$ cat src/rtl/control_sequencer.sv
// Fetch/decode/execute control FSM for the 4-bit processor.
// Optional macro SINGLE_STEP_EN adds a Step input that gates each FETCH.
module control_sequencer #(
  parameter int MEM_LAT = 1,
  parameter int ADDR_W  = 4
) (
  input  logic              Clk,
  input  logic              Rst,
`ifdef SINGLE_STEP_EN
  input  logic              Step,
`endif
  input  logic [3:0]        OpCode,
  input  logic [3:0]        Operand,
  input  logic              Zero_Flag,
  input  logic              Carry_Flag,
  output logic              IR_Load,
  output logic              PC_Inc,
  output logic              PC_Load,
  output logic [ADDR_W-1:0] Jump_Addr,
  output logic [2:0]        ALU_Sel,
  output logic              Acc_Load,
  output logic              Acc_Src,
  output logic              Mem_Rd,
  output logic              Mem_Wr,
  output logic [ADDR_W-1:0] Mem_Addr,
  output logic              Halted,
  output logic [2:0]        State
);

  typedef enum logic [2:0] {
    S_IDLE   = 3'd0,
    S_FETCH  = 3'd1,
    S_DECODE = 3'd2,
    S_EXEC   = 3'd3,
    S_MEM    = 3'd4,
    S_HALT   = 3'd5
  } state_t;

  state_t      r_state;
  state_t      w_next;
  logic [3:0]  r_opcode;
  logic [3:0]  r_operand;
  logic [2:0]  r_cnt;
  logic        w_last;
  logic [ADDR_W-1:0] w_opnd_addr;

  assign w_last      = (r_cnt == 3'd1);
  assign w_opnd_addr = ADDR_W'(r_operand);
  assign State       = r_state;

  always_ff @(posedge Clk or negedge Rst) begin
    if (!Rst) begin
      r_state   <= S_IDLE;
      r_opcode  <= 4'd0;
      r_operand <= 4'd0;
      r_cnt     <= 3'd0;
    end else begin
      r_state <= w_next;
      if (r_state == S_DECODE) begin
        r_opcode  <= OpCode;
        r_operand <= Operand;
      end
      // Counter is armed in EXEC and counts down through the MEM cycles.
      if (r_state == S_EXEC)
        r_cnt <= 3'(MEM_LAT);
      else if (r_state == S_MEM && r_cnt != 3'd0)
        r_cnt <= r_cnt - 3'd1;
    end
  end

  always_comb begin
    w_next    = r_state;
    IR_Load   = 1'b0;
    PC_Inc    = 1'b0;
    PC_Load   = 1'b0;
    Jump_Addr = '0;
    ALU_Sel   = 3'd0;
    Acc_Load  = 1'b0;
    Acc_Src   = 1'b0;
    Mem_Rd    = 1'b0;
    Mem_Wr    = 1'b0;
    Mem_Addr  = '0;
    Halted    = 1'b0;
    case (r_state)
      S_IDLE: w_next = S_FETCH;
      S_FETCH: begin
`ifdef SINGLE_STEP_EN
        if (Step) begin
          IR_Load = 1'b1;
          PC_Inc  = 1'b1;
          w_next  = S_DECODE;
        end
`else
        IR_Load = 1'b1;
        PC_Inc  = 1'b1;
        w_next  = S_DECODE;
`endif
      end
      S_DECODE: w_next = S_EXEC;
      S_EXEC: begin
        w_next = S_FETCH;
        case (r_opcode)
          // LDI..INC map onto ALU select opcode-1 (LDI is pass-B).
          4'h1, 4'h2, 4'h3, 4'h4, 4'h5, 4'h6, 4'h7, 4'h8: begin
            ALU_Sel  = 3'(r_opcode - 4'd1);
            Acc_Load = 1'b1;
          end
          4'h9, 4'hA: begin
            Mem_Addr = w_opnd_addr;
            w_next   = S_MEM;
          end
          4'hB: begin
            PC_Load   = 1'b1;
            Jump_Addr = w_opnd_addr;
          end
          4'hC: begin
            PC_Load   = Zero_Flag;
            Jump_Addr = Zero_Flag ? w_opnd_addr : '0;
          end
          4'hD: begin
            PC_Load   = Carry_Flag;
            Jump_Addr = Carry_Flag ? w_opnd_addr : '0;
          end
          4'hF: w_next = S_HALT;
          default: ;
        endcase
      end
      S_MEM: begin
        Mem_Addr = w_opnd_addr;
        Mem_Rd   = (r_opcode == 4'h9);
        Mem_Wr   = (r_opcode == 4'hA);
        if (w_last) begin
          Acc_Load = (r_opcode == 4'h9);
          Acc_Src  = (r_opcode == 4'h9);
          w_next   = S_FETCH;
        end
      end
      S_HALT: begin
        Halted = 1'b1;
        w_next = S_HALT;
      end
      default: w_next = S_IDLE;
    endcase
  end

endmodule

$ cat config.mk
export PLATFORM = sky130hd
export DESIGN_NAME = control_sequencer
export DESIGN_NICKNAME = d
export VERILOG_FILES = /design/src/rtl/control_sequencer.sv
export SDC_FILE = /design/constraint.sdc
export NUM_CORES = 1
export LEC_CHECK = 0
export CELL_PAD_IN_SITES_DETAIL_PLACEMENT = 1
export CELL_PAD_IN_SITES_GLOBAL_PLACEMENT = 1
export CORE_AREA = 2 2 70 52
export DETAILED_ROUTE_END_ITERATION = 6
export DIE_AREA = 0 0 72 54
export GPL_TIMING_DRIVEN = 0
export PLACE_DENSITY = 0.83
export SETUP_SLACK_MARGIN = 0.2
export SYNTH_ARGS = -nofsm -noshare
export SYNTH_HDL_FRONTEND = slang
export SYNTH_SLANG_ARGS = --single-unit
$ cat constraint.sdc
create_clock -name Clk -period 2.55 [get_ports Clk]
set_input_delay 0.6375 -clock Clk [delete_from_list [all_inputs] [get_ports Clk]]
set_output_delay 0.6375 -clock Clk [all_outputs]
set_load 0.02 [all_outputs]
[After elaboration in Yosys (flattened, before gate mapping)]
Index checks and enable logic that the tools add are counted.
Operators by class
  $add $sub $neg: 2
  multipliers: 0
  divide/modulo/power cells: 0
  order comparisons: 0
  equal/unequal tests: 21
  shift operators: 0
  multiplexer cells: 23
  bitwise operators: 0
  reductions and logical operators: 6
Operators by type and width (number)
  $eq 4x4->1 const B: 7
  $pmux 3 s6: 1
  $eq 4x3->1 const B: 4
  $mux 4: 4
  $mux 3: 5
  $pmux 4 s3: 1
  $eq 4x2->1 const B: 2
  $mux 1: 8
  $pmux 4 s2: 1
  $reduce_or 8->1: 1
  $eq 3x1->1 const B: 2
  $eq 3x2->1 const B: 2
  $eq 3x3->1 const B: 2
  $pmux 3 s2: 1
  $sub 3x1->3 const B: 2
  $eq 4x1->1 const B: 1
  $logic_not 3->1: 1
  $pmux 1 s3: 1
  $reduce_bool 3->1: 1
  $ne 2x2->1 const B: 1
  $pmux 1 s2: 1
  $reduce_bool 2->1: 1
  $reduce_or 2->1: 1
  $logic_and 1x1->1: 1
Storage, ports and cells
  bits in registers: 14
  bits in latches: 0
  RAM bits: 0
  memory bits (read-only): 0
  output and inout port bits: 22
  memories kept: 0

[Logic depth before layout (Yosys ltp)]
Gate-level depths: netlist of the first run.
  depth in word-level cells: 4
  gate-level depth with buffers: 6

[Worst setup path before layout of the first run]
OpenSTA, ideal clock, no wires.
  kind: reg-to-output
  from: reg r_opcode[1]
  to: out Jump_Addr[0]
  arrival time: 1595 ps
  required time: 1913 ps
  slack: 317 ps
  stages on the path, launching flop included: 6
  path buffers: 0
  path through: dfrtp_1 > inv_1 > ha_1 > and3_1 > o21ai_1 > a211oi_1
On the way
  word-level cells in the longest chain between the ends: 3
  elaborated cells on any way between the ends: 5
RTL lines
  start, declared: RTL line 41  | logic [3:0] r_opcode;
  start signal, assigned: RTL line 60  | r_opcode <= OpCode;
  $eq 4x4->1: RTL line 102  | case (r_opcode)
  $pmux 4 s3 (*): RTL line 102
  $mux 4 (*): RTL line 84  | case (r_state)
  end, declared: RTL line 19  | output logic [ADDR_W-1:0] Jump_Addr,
Every way passes the cells marked *; elsewhere a longest branch is shown, timed or not.

[Final worst setup path of the first run]
  from: reg r_opcode[0]
  to: out Mem_Addr[0]
On the way
  word-level cells in the longest chain between the ends: 4
  elaborated cells on any way between the ends: 5
RTL lines
  $eq 4x4->1: RTL line 102
  $reduce_or 2->1 (*): RTL line 102
  $mux 4 (*): RTL line 102
  $pmux 4 s2 (*): RTL line 84
  end, declared: RTL line 25  | output logic [ADDR_W-1:0] Mem_Addr,
Marked as above.

==> results.py, run 1 <==
metrics = {
    "routing": {
        "routedWlPerCell_um": 20.5,
        "routed_wl_mm": 4.27,
        "via_per_inst": 5.42,
        "drc": 0,
        "drt-initial-drc-count": 28,
        "ant_nets": 0,
        "via_count": 1127,
        "drtPass1Iterations": 4,
    },
    "synth": {
        "synthTopCellsByArea": "dfrtp_1 (33%), ha_1 (11%), inv_1 (3.9%), nand2_1 (3.5%), nor2_1 (3.5%)",
        "syn_area_um2": 1060,
        "seq_area_frac_synth_pct": 33.0,
        "async_reset_ff_share_pct": 100,
        "synth-seq-cells": 14,
        "ys_top_cells_by_count": "dfrtp_1 (14), inv_1 (11), nand2_1 (10), nor2_1 (10), ha_1 (9)",
        "yosys.area.top_type": "dfrtp_1",
        "synth_top_area_share_pct": 33.0,
        "netlist_instances": 112,
        "synth.distinct_cells": 39,
        "syn_nets": 133,
        "yosys_warnings": 0,
        "synth_edf_count": 0,
        "avgSynthCellArea_um2": 9.48,
        "synth-main-ff-cell": "dfrtp_1",
        "synthMostInstantiatedCell": "dfrtp_1",
    },
    "worst_setup_path": {
        "crit_slowest_cell": "dfrtp_1",
        "slowest_delay_ns": 0.43,
        "crit_type": "reg2out",
        "critPathCaptureType": "primary output",
        "startpoint_type": "register",
        "arrival_ns": 1.93,
        "crit_family": "buffers and inverters",
        "crit_fanout": 5,
        "crit_buf_inv": 4,
        "worstPathRequired_ns": 1.91,
        "path_cells": "buf_6, buf_6, ha_4, or2_4, a41oi_2, buf_4, nor2_1, buf_4",
    },
    "global_route": {
        "grt_pass1_vias": 1129,
        "antenna_found_initial": 0,
        "grt_max_degree": 15,
        "grt_usage_pct": 19.8,
        "grt_pass1_wl_mm": 5.75,
        "grt_overflow": 0,
    },
    "clock_network": {
        "cts_tree": "done",
        "cts_root_buffer": "clkbuf_8",
        "cts_buffers": 3,
        "clock_latency_ns": 0.25,
        "h-tree-depth": 1,
        "cts_hold_buf": 0,
        "clock_path_buffers": 2,
        "cts_sinks": 14,
        "cts.clk_slew.worst_paths_ns": 0.06,
    },
    "placed_design": {
        "gp_congestion": 0.774,
        "pre_cts_slack_ns": -0.349,
        "port_buffers": 33,
        "dp_hpwl_mm": 2.33,
    },
    "timing": {
        "maxSlewViolCount": 0,
        "fmax_mhz": 389,
        "slew-limit-headroom_pct": 55.5,
        "finalSetupViolCount": 3,
        "final_hold_viol_count": 0,
        "min_period_ns": 2.57,
        "fin_skew_ns": 0.00265,
        "setup_slack_ns": -0.0181,
        "fin_crit_sh_pct": 101,
        "rsz0062_at_grt": "yes",
        "tightestPinTransition_ns": 0.665,
    },
    "outcome": {
        "status": "finished, violations left",
        "failed_checks": "setup timing",
    },
    "run": {
        "cap_violations": 0,
    },
    "floorplanning": {
        "rows": 18,
        "fp.coreArea_um2": 3310,
        "ios": 34,
        "die-area_um2": 3890,
        "start_util_pct": 32.1,
        "die_h_um": 54,
        "fp.dieW_um": 72,
    },
    "hold_path": {
        "hold_path.class": "reg2reg",
    },
    "final_layout": {
        "nNetsFinal": 190,
        "fillCellCount": 371,
        "syn_to_final_growth_pct": 68.7,
        "insertedDiodeCount": 0,
        "drive_above_1_share_pct": 43.5,
        "fin_util_pct": 54.1,
    },
    "power": {
        "p_leak_uw": 0.000770,
        "peakVddDrop_v": 0.000624,
        "power.density_nw_per_um2": 1240,
        "total_power_uw": 2220,
    },
}
[worst register-to-register path: stages (launching register included)]
cell,delay [ns]
dfrtp_1,0.43
buf_6,0.14
buf_6,0.11
ha_4,0.18
or2_4,0.24
buf_4,0.14
a31o_1,0.21
a221oi_2,0.23
[area by class of cell]
cell class	instances	area, um2	share of cell area, %
Buffer	6	56.3	3.14
Clock buffer	4	55.1	3.07
Inverter	11	41.3	2.30
Multi-Input combinational cell	81	754	42.1
Sequential cell	14	352	19.6
Tap cell	40	50.0	2.79
Timing Repair Buffer	52	483	27.0
[final timing paths]
kind                       depth (start not counted)            to        start  slack [ns]
setup reg to reg                                   7      State[0]  r_opcode[0]        0.78
max in group asynchronous                          1      State[0]          Rst        1.29
hold reg to reg                                    2      r_cnt[1]     r_cnt[1]        0.54
hold / removal                                     2      r_cnt[1]     r_cnt[1]        0.54
setup / recovery                                   8   Mem_Addr[0]  r_opcode[0]       -0.02
min in group asynchronous                          1  r_operand[3]          Rst        0.79
[repair_timing]
item                                    CTS  global route
setup buffers                            13             6
resized for setup                        89            34
pin swaps                                 8             9
endpoints found under the setup margin   19            17
[through the flow]
step	hold WS, ns	TNS (ns)	cell area [um2]	std cells
3_5_place_dp	0.531	-2.43	1440	185
4_1_cts	0.551	0	1600	202
5_1_grt	0.568	-0.267	1790	208
6_report	0.539	-0.0315	1790	208
3_3_place_gp	0.519	-1.94	1440	185
2_1_floorplan	0.342	0	1060	112
[cell usage in the layout (no fill, tap or decap), drive strengths merged, types with 2 or more instances in the layout]
| cell | count |
|---|---|
| clkbuf | 4 |
| dfrtp | 14 |
| nor2b | 3 |
| nand2b | 4 |
| mux2 | 2 |
| buf | 38 |
| o21ai | 9 |
| nand2 | 11 |
| clkdlybuf4s15 | 2 |
| nor3b | 2 |
| ha | 9 |
| dlygate4sd2 | 5 |
| clkdlybuf4s50 | 13 |
| a222oi | 2 |
| nor3 | 4 |
| inv | 11 |
| xnor2 | 2 |
| nor2 | 10 |
| nand4 | 2 |
| and3 | 2 |
| a211oi | 4 |
[state kept, by name, summed over array words and instances (netlist names)]
| signal | cells |
|---|---|
| r_cnt | 3 |
| r_opcode | 4 |
| r_operand | 4 |
| State | 3 |
[kinds of logic (layout without fill, tap and decap cells)]
kind of cell / count (synthesis) / in the layout / share of synthesized area (%)
muxes: 2 / 2 / 2.12
xor gates and xnor gates: 2 / 2 / 1.65
buffers and inverters: 17 / 73 / 9.19
DFF: 14 / 14 / 33.0
and+or+nand+nor: 43 / 43 / 23.0
AOI/OAI and AO/OA: 25 / 25 / 20.5
adders and majority gates: 9 / 9 / 10.6
[power breakdown]
group / internal (uW) / switching, uW / leakage [uW]
sequential: 321 / 109 / 0.000169
combinational: 731 / 838 / 0.000572
clock: 137 / 85.4 / 0.0000288
[routing by layer]
metal	global-route usage [%]	up-vias	part of all wire (%)
met3	4.49	6	3.7
met1	24.7	586	41
met5	0	-	0
li1	-	504	-
met4	6.60	0	1.7
met2	34.3	31	53
Note: power is estimated with default switching activity, not from simulation.
==> inputs of run 2 (changes only) <==
- RECOVER_POWER: unset -> 50
==> run 2 against run 1 <==
  * The run still ends with setup timing left
  * Critical endpoint unchanged
  * Power shrank 1.2%
  * Design area shrank 0.84%
  * Sequential cell count is the same
  * Combinational power is essentially flat
  * Register-to-register slack lost 0.09 ns
==> results.py, run 2 (synthesized netlist as in run 1, its figures left out) <==
metrics = {
    "timing": {
        "rsz0062_at_grt": "yes",
        "fmax_mhz": 388,
        "setup_slack_ns": -0.0273,
        "setup_tns_ns": -0.0448,
        "slew-limit-headroom_pct": 55.0,
        "tightestPinTransition_ns": 0.673,
        "maxSlewViolCount": 0,
        "whs_ns": 0.539,
        "final_hold_viol_count": 0,
        "finalSetupViolCount": 3,
        "fin_skew_ns": 0.00242,
        "min_period_ns": 2.58,
        "fin_crit_sh_pct": 101,
    },
    "worst_setup_path": {
        "crit_type": "reg2out",
        "cp.depth": 8,
        "crit_family": "buffers and inverters",
        "startpoint_type": "register",
        "r2r-end": "r_opcode[1]",
        "ff2ff_path_depth": 5,
        "crit_buf_inv": 4,
        "endpoint": "Mem_Addr[0]",
        "worstPathRequired_ns": 1.91,
        "slowest_delay_ns": 0.43,
        "arrival_ns": 1.94,
        "rr_startpoint": "State[2]",
        "crit_fanout": 5,
        "ff2ff_setup_slack_ns": 0.69,
        "cp-startpoint": "r_opcode[0]",
        "critPathCaptureType": "primary output",
        "path_cells": "buf_6, buf_6, ha_4, or2_4, a41oi_2, buf_4, nor2_1, buf_4",
        "crit_slowest_cell": "dfrtp_1",
    },
    "routing": {
        "drc": 0,
        "met2_length_mm": 2.24,
        "via_per_inst": 5.44,
        "via_count": 1132,
        "routed_wl_mm": 4.29,
        "ant_nets": 0,
        "drt-initial-drc-count": 30,
        "wl_met1_mm": 1.74,
        "drtPass1Iterations": 5,
        "highest_layer": "met4",
        "wl_met3_um": 203,
        "routedWlPerCell_um": 20.6,
    },
    "final_layout": {
        "fin_util_pct": 53.7,
        "final_cell_mix": "buf_4 (18), buf_6 (17), dfrtp_1 (13), clkdlybuf4s50_1 (12), nand2_1 (10)",
        "final_common_cell": "buf_4",
        "nNetsFinal": 190,
        "insertedDiodeCount": 0,
        "syn_to_final_growth_pct": 67.3,
        "reg_top3": "r_opcode (4), r_operand (4)",
        "drive_above_1_share_pct": 42.3,
    },
    "floorplanning": {
        "start_util_pct": 32.1,
        "die-area_um2": 3890,
        "fp.coreArea_um2": 3310,
        "rows": 18,
        "ios": 34,
        "fp.dieW_um": 72,
        "die_h_um": 54,
    },
    "power": {
        "switchingPower_uw": 1020,
        "p_leak_uw": 0.000763,
        "p_seq_share_pct": 19.5,
        "swShare_pct": 46.7,
        "power.internal_uw": 1170,
        "power.density_nw_per_um2": 1240,
        "total_power_uw": 2190,
        "pwr-share-clk_pct": 10.1,
        "power_frac_comb_pct": 70.4,
        "peakVddDrop_v": 0.000620,
    },
    "clock_network": {
        "cts.clk_slew.worst_paths_ns": 0.06,
        "clock_latency_ns": 0.25,
        "cts_tree": "done",
        "cts_sinks": 14,
        "cts_root_buffer": "clkbuf_8",
        "clock_path_buffers": 2,
        "cts_buffers": 3,
        "h-tree-depth": 1,
        "cts_hold_buf": 0,
    },
    "outcome": {
        "failed_checks": "setup timing",
        "status": "finished, violations left",
    },
    "global_route": {
        "antenna_found_initial": 0,
        "grt_max_degree": 15,
        "grt_overflow": 0,
        "grt_pass1_wl_mm": 5.75,
        "grt_pass1_vias": 1129,
        "grt_usage_pct": 19.8,
    },
    "hold_path": {
        "hold_path.class": "reg2reg",
    },
    "placed_design": {
        "gp_congestion": 0.774,
        "port_buffers": 33,
        "pre_cts_slack_ns": -0.349,
        "dp_hpwl_mm": 2.33,
    },
    "run": {
        "cap_violations": 0,
    },
}
run 2: per-layer routing:
layer	vias to the layer above	track usage, %
met5	-	0
met4	0	6.60
met3	10	4.49
met2	36	34.3
met1	583	24.7
li1	503	-
run 2: how the worst min path moves through the flow:
stage	start	to	cells past startpoint
global placement	r_operand[3]	r_operand[3]	2
floorplan	Rst	State[0]	0
finish	r_cnt[1]	r_cnt[1]	2
global route	r_cnt[1]	r_cnt[1]	2
CTS	r_operand[3]	r_operand[3]	2
detailed placement	r_operand[3]	r_operand[3]	2
run 2: area by class of cell:
type	instances	area (um2)
sequential	14	352
timing repair buffer	52	483
inverter	11	41.3
clock buffer	4	55.1
tap	40	50.0
multi-input combinational	81	743
buffer	6	52.6
fill	374	1530
run 2: metrics by stage:
stage | area, um2 | instances
2_1_floorplan | 1060 | 112
3_3_place_gp | 1440 | 185
3_5_place_dp | 1440 | 185
4_1_cts | 1600 | 202
5_1_grt | 1780 | 208
6_report | 1780 | 208
run 2: power by group through the flow:
stage                     Combinational, uW  Clock [uW]  Sequential, uW
after floorplan                         751           0             411
after global placement                 1040           0             405
after detailed placement               1090           0             418
final                                  1550         222             427
after global routing                   1640         240             441
after CTS                              1280         228             419
run 2: timing repair:
action                                  in CTS  in global routing
endpoints found under the setup margin      19                 17
pin swaps                                    8                  9
buffers inserted                            13                  6
gates resized for setup                     89                 34
run 2: worst register-to-register path, stage by stage (launching register included):
cell and delay (ns):
dfrtp_1 0.39, buf_6 0.15, nor3b_1 0.54, clkbuf_1 0.44
nand2_1 0.12, o21ai_0 0.12
==> inputs of run 3 (changes only) <==
- CAP_MARGIN: unset -> 20
- GPL_TIMING_DRIVEN: 0 -> unset
==> run 3 against run 2 <==
  * The flow still finishes with violations (setup timing)
  * Hold slack better by 0.032 ns
  * Critical path depth stayed put
  * Combinational power grew 4%
  * Clock-buffer cell count did not move
  * Maximum frequency shrank 0.87%
==> results.py, run 3 (synthesized netlist as in run 1, its figures left out) <==
metrics = {
    "final_layout": {
        "final_common_cell": "buf_4",
        "fillCellCount": 372,
        "reg_top3": "r_opcode (4), r_operand (4)",
        "insertedDiodeCount": 0,
        "fin_util_pct": 54.7,
        "syn_to_final_growth_pct": 70.4,
        "final_cell_mix": "buf_4 (28), dfrtp_1 (12), clkdlybuf4s50_1 (12), nand2_1 (10), buf_6 (10)",
        "drive_above_1_share_pct": 45.6,
        "nNetsFinal": 193,
    },
    "worst_setup_path": {
        "arrival_ns": 1.96,
        "crit_slowest_cell": "dfrtp_1",
        "path_cells": "buf_6, ha_4, or2_4, a41oi_4, buf_6, buf_6, nor2_4, buf_6",
        "path_common_cell": "buf_6",
        "startpoint_type": "register",
        "crit_fanout": 3,
        "critPathCaptureType": "primary output",
        "worstPathRequired_ns": 1.91,
        "slowest_delay_ns": 0.44,
        "crit_type": "reg2out",
        "ff2ff_path_depth": 3,
    },
    "clock_network": {
        "cts_sinks": 14,
        "clock_latency_ns": 0.26,
        "h-tree-depth": 1,
        "cts_root_buffer": "clkbuf_8",
        "cts_tree": "done",
        "cts_buffers": 3,
        "cts.clk_slew.worst_paths_ns": 0.07,
        "cts_hold_buf": 0,
        "clock_path_buffers": 2,
    },
    "floorplanning": {
        "ios": 34,
        "start_util_pct": 32.1,
        "rows": 18,
        "die_h_um": 54,
        "fp.coreArea_um2": 3310,
        "fp.dieW_um": 72,
        "die-area_um2": 3890,
    },
    "routing": {
        "drt-initial-drc-count": 57,
        "via_count": 1137,
        "ant_nets": 0,
        "routedWlPerCell_um": 21.4,
        "drc": 0,
        "drtPass1Iterations": 4,
        "via_per_inst": 5.39,
        "routed_wl_mm": 4.51,
    },
    "timing": {
        "fin_crit_sh_pct": 102,
        "finalSetupViolCount": 6,
        "fmax_mhz": 385,
        "fin_skew_ns": 0.00618,
        "min_period_ns": 2.60,
        "final_hold_viol_count": 0,
        "rsz0062_at_grt": "yes",
        "tightestPinTransition_ns": 0.938,
        "maxSlewViolCount": 0,
        "setup_tns_ns": -0.161,
        "slew-limit-headroom_pct": 37.2,
        "setup_slack_ns": -0.0500,
    },
    "global_route": {
        "grt_max_degree": 15,
        "grt_overflow": 0,
        "antenna_found_initial": 0,
        "grt_pass1_wl_mm": 6.29,
        "grt_usage_pct": 22.8,
        "grt_pass1_vias": 1130,
    },
    "placed_design": {
        "port_buffers": 33,
        "dp_hpwl_mm": 2.55,
        "gp_congestion": 0.741,
    },
    "outcome": {
        "failed_checks": "setup timing",
        "status": "finished, violations left",
    },
    "hold_path": {
        "holdPathStages": 2,
        "hold_path.class": "reg2reg",
    },
    "run": {
        "cap_violations": 0,
    },
    "power": {
        "peakVddDrop_v": 0.000623,
        "p_leak_uw": 0.000776,
        "power.density_nw_per_um2": 1270,
    },
}
-- run 3: timing repair --
action                     CTS  global route
gates resized for setup     94            35
setup buffers                7             6
setup endpoints to repair   19            17
pin swaps                    3             8
hold endpoints to repair     0             0
-- run 3: power breakdown --
group	switching (uW)	internal (uW)	total, uW	leakage, uW
Combinational	855	750	1610	0.000579
Sequential	145	323	468	0.000168
Clock	93.4	137	231	0.0000288
-- run 3: metrics by stage --
| stage | power (uW) | cell area [um2] | setup WS [ns] | hold WS, ns | std cells |
|---|---|---|---|---|---|
| after global placement | 1530 | 1500 | -0.285 | 0.524 | 194 |
| after detailed placement | 1600 | 1500 | -0.403 | 0.532 | 194 |
| after floorplan | 1160 | 1060 | 0.317 | 0.342 | 112 |
| after global routing | 2420 | 1810 | -0.0820 | 0.588 | 211 |
| after CTS | 2010 | 1670 | -0.000111 | 0.544 | 205 |
| final | 2300 | 1810 | -0.0500 | 0.571 | 211 |
-- run 3: cell type report --
cell class / instances / area [um2] / share of cell area, %
clock buffer: 4 / 55.1 / 3.04
inverter: 11 / 46.3 / 2.56
multi-input combinational: 81 / 781 / 43.1
sequential: 14 / 353 / 19.5
tap: 40 / 50.0 / 2.76
timing repair buffer: 61 / 526 / 29.0
-- run 3: path summary, 6_finish.rpt --
path,start,to,slack [ns]
max in group asynchronous,Rst,r_opcode[2],1.17
min in group asynchronous,Rst,r_cnt[2],0.88
min reg2reg,r_cnt[2],r_cnt[2],0.57
max,r_opcode[1],Mem_Addr[1],-0.05
max reg2reg,State[1],r_opcode[2],0.30
min,r_cnt[2],r_cnt[2],0.57
-- run 3: routing by layer --
layer | vias to the layer above | wire length (um) | track usage (%)
met5 | - | 0 | 0
met4 | 0 | 158 | 6.92
met3 | 14 | 209 | 3.37
met2 | 40 | 2350 | 42.0
met1 | 574 | 1790 | 28.1
li1 | 509 | - | -
-- run 3: worst max-delay path: cells and delay by family, from the launching register on --
family	cells	cell delay [ns]
buffers and inverters	4	0.54
DFF	1	0.44
and+or+nand+nor	2	0.27
AOI/OAI and AO/OA	1	0.27
adders and majority gates	1	0.17
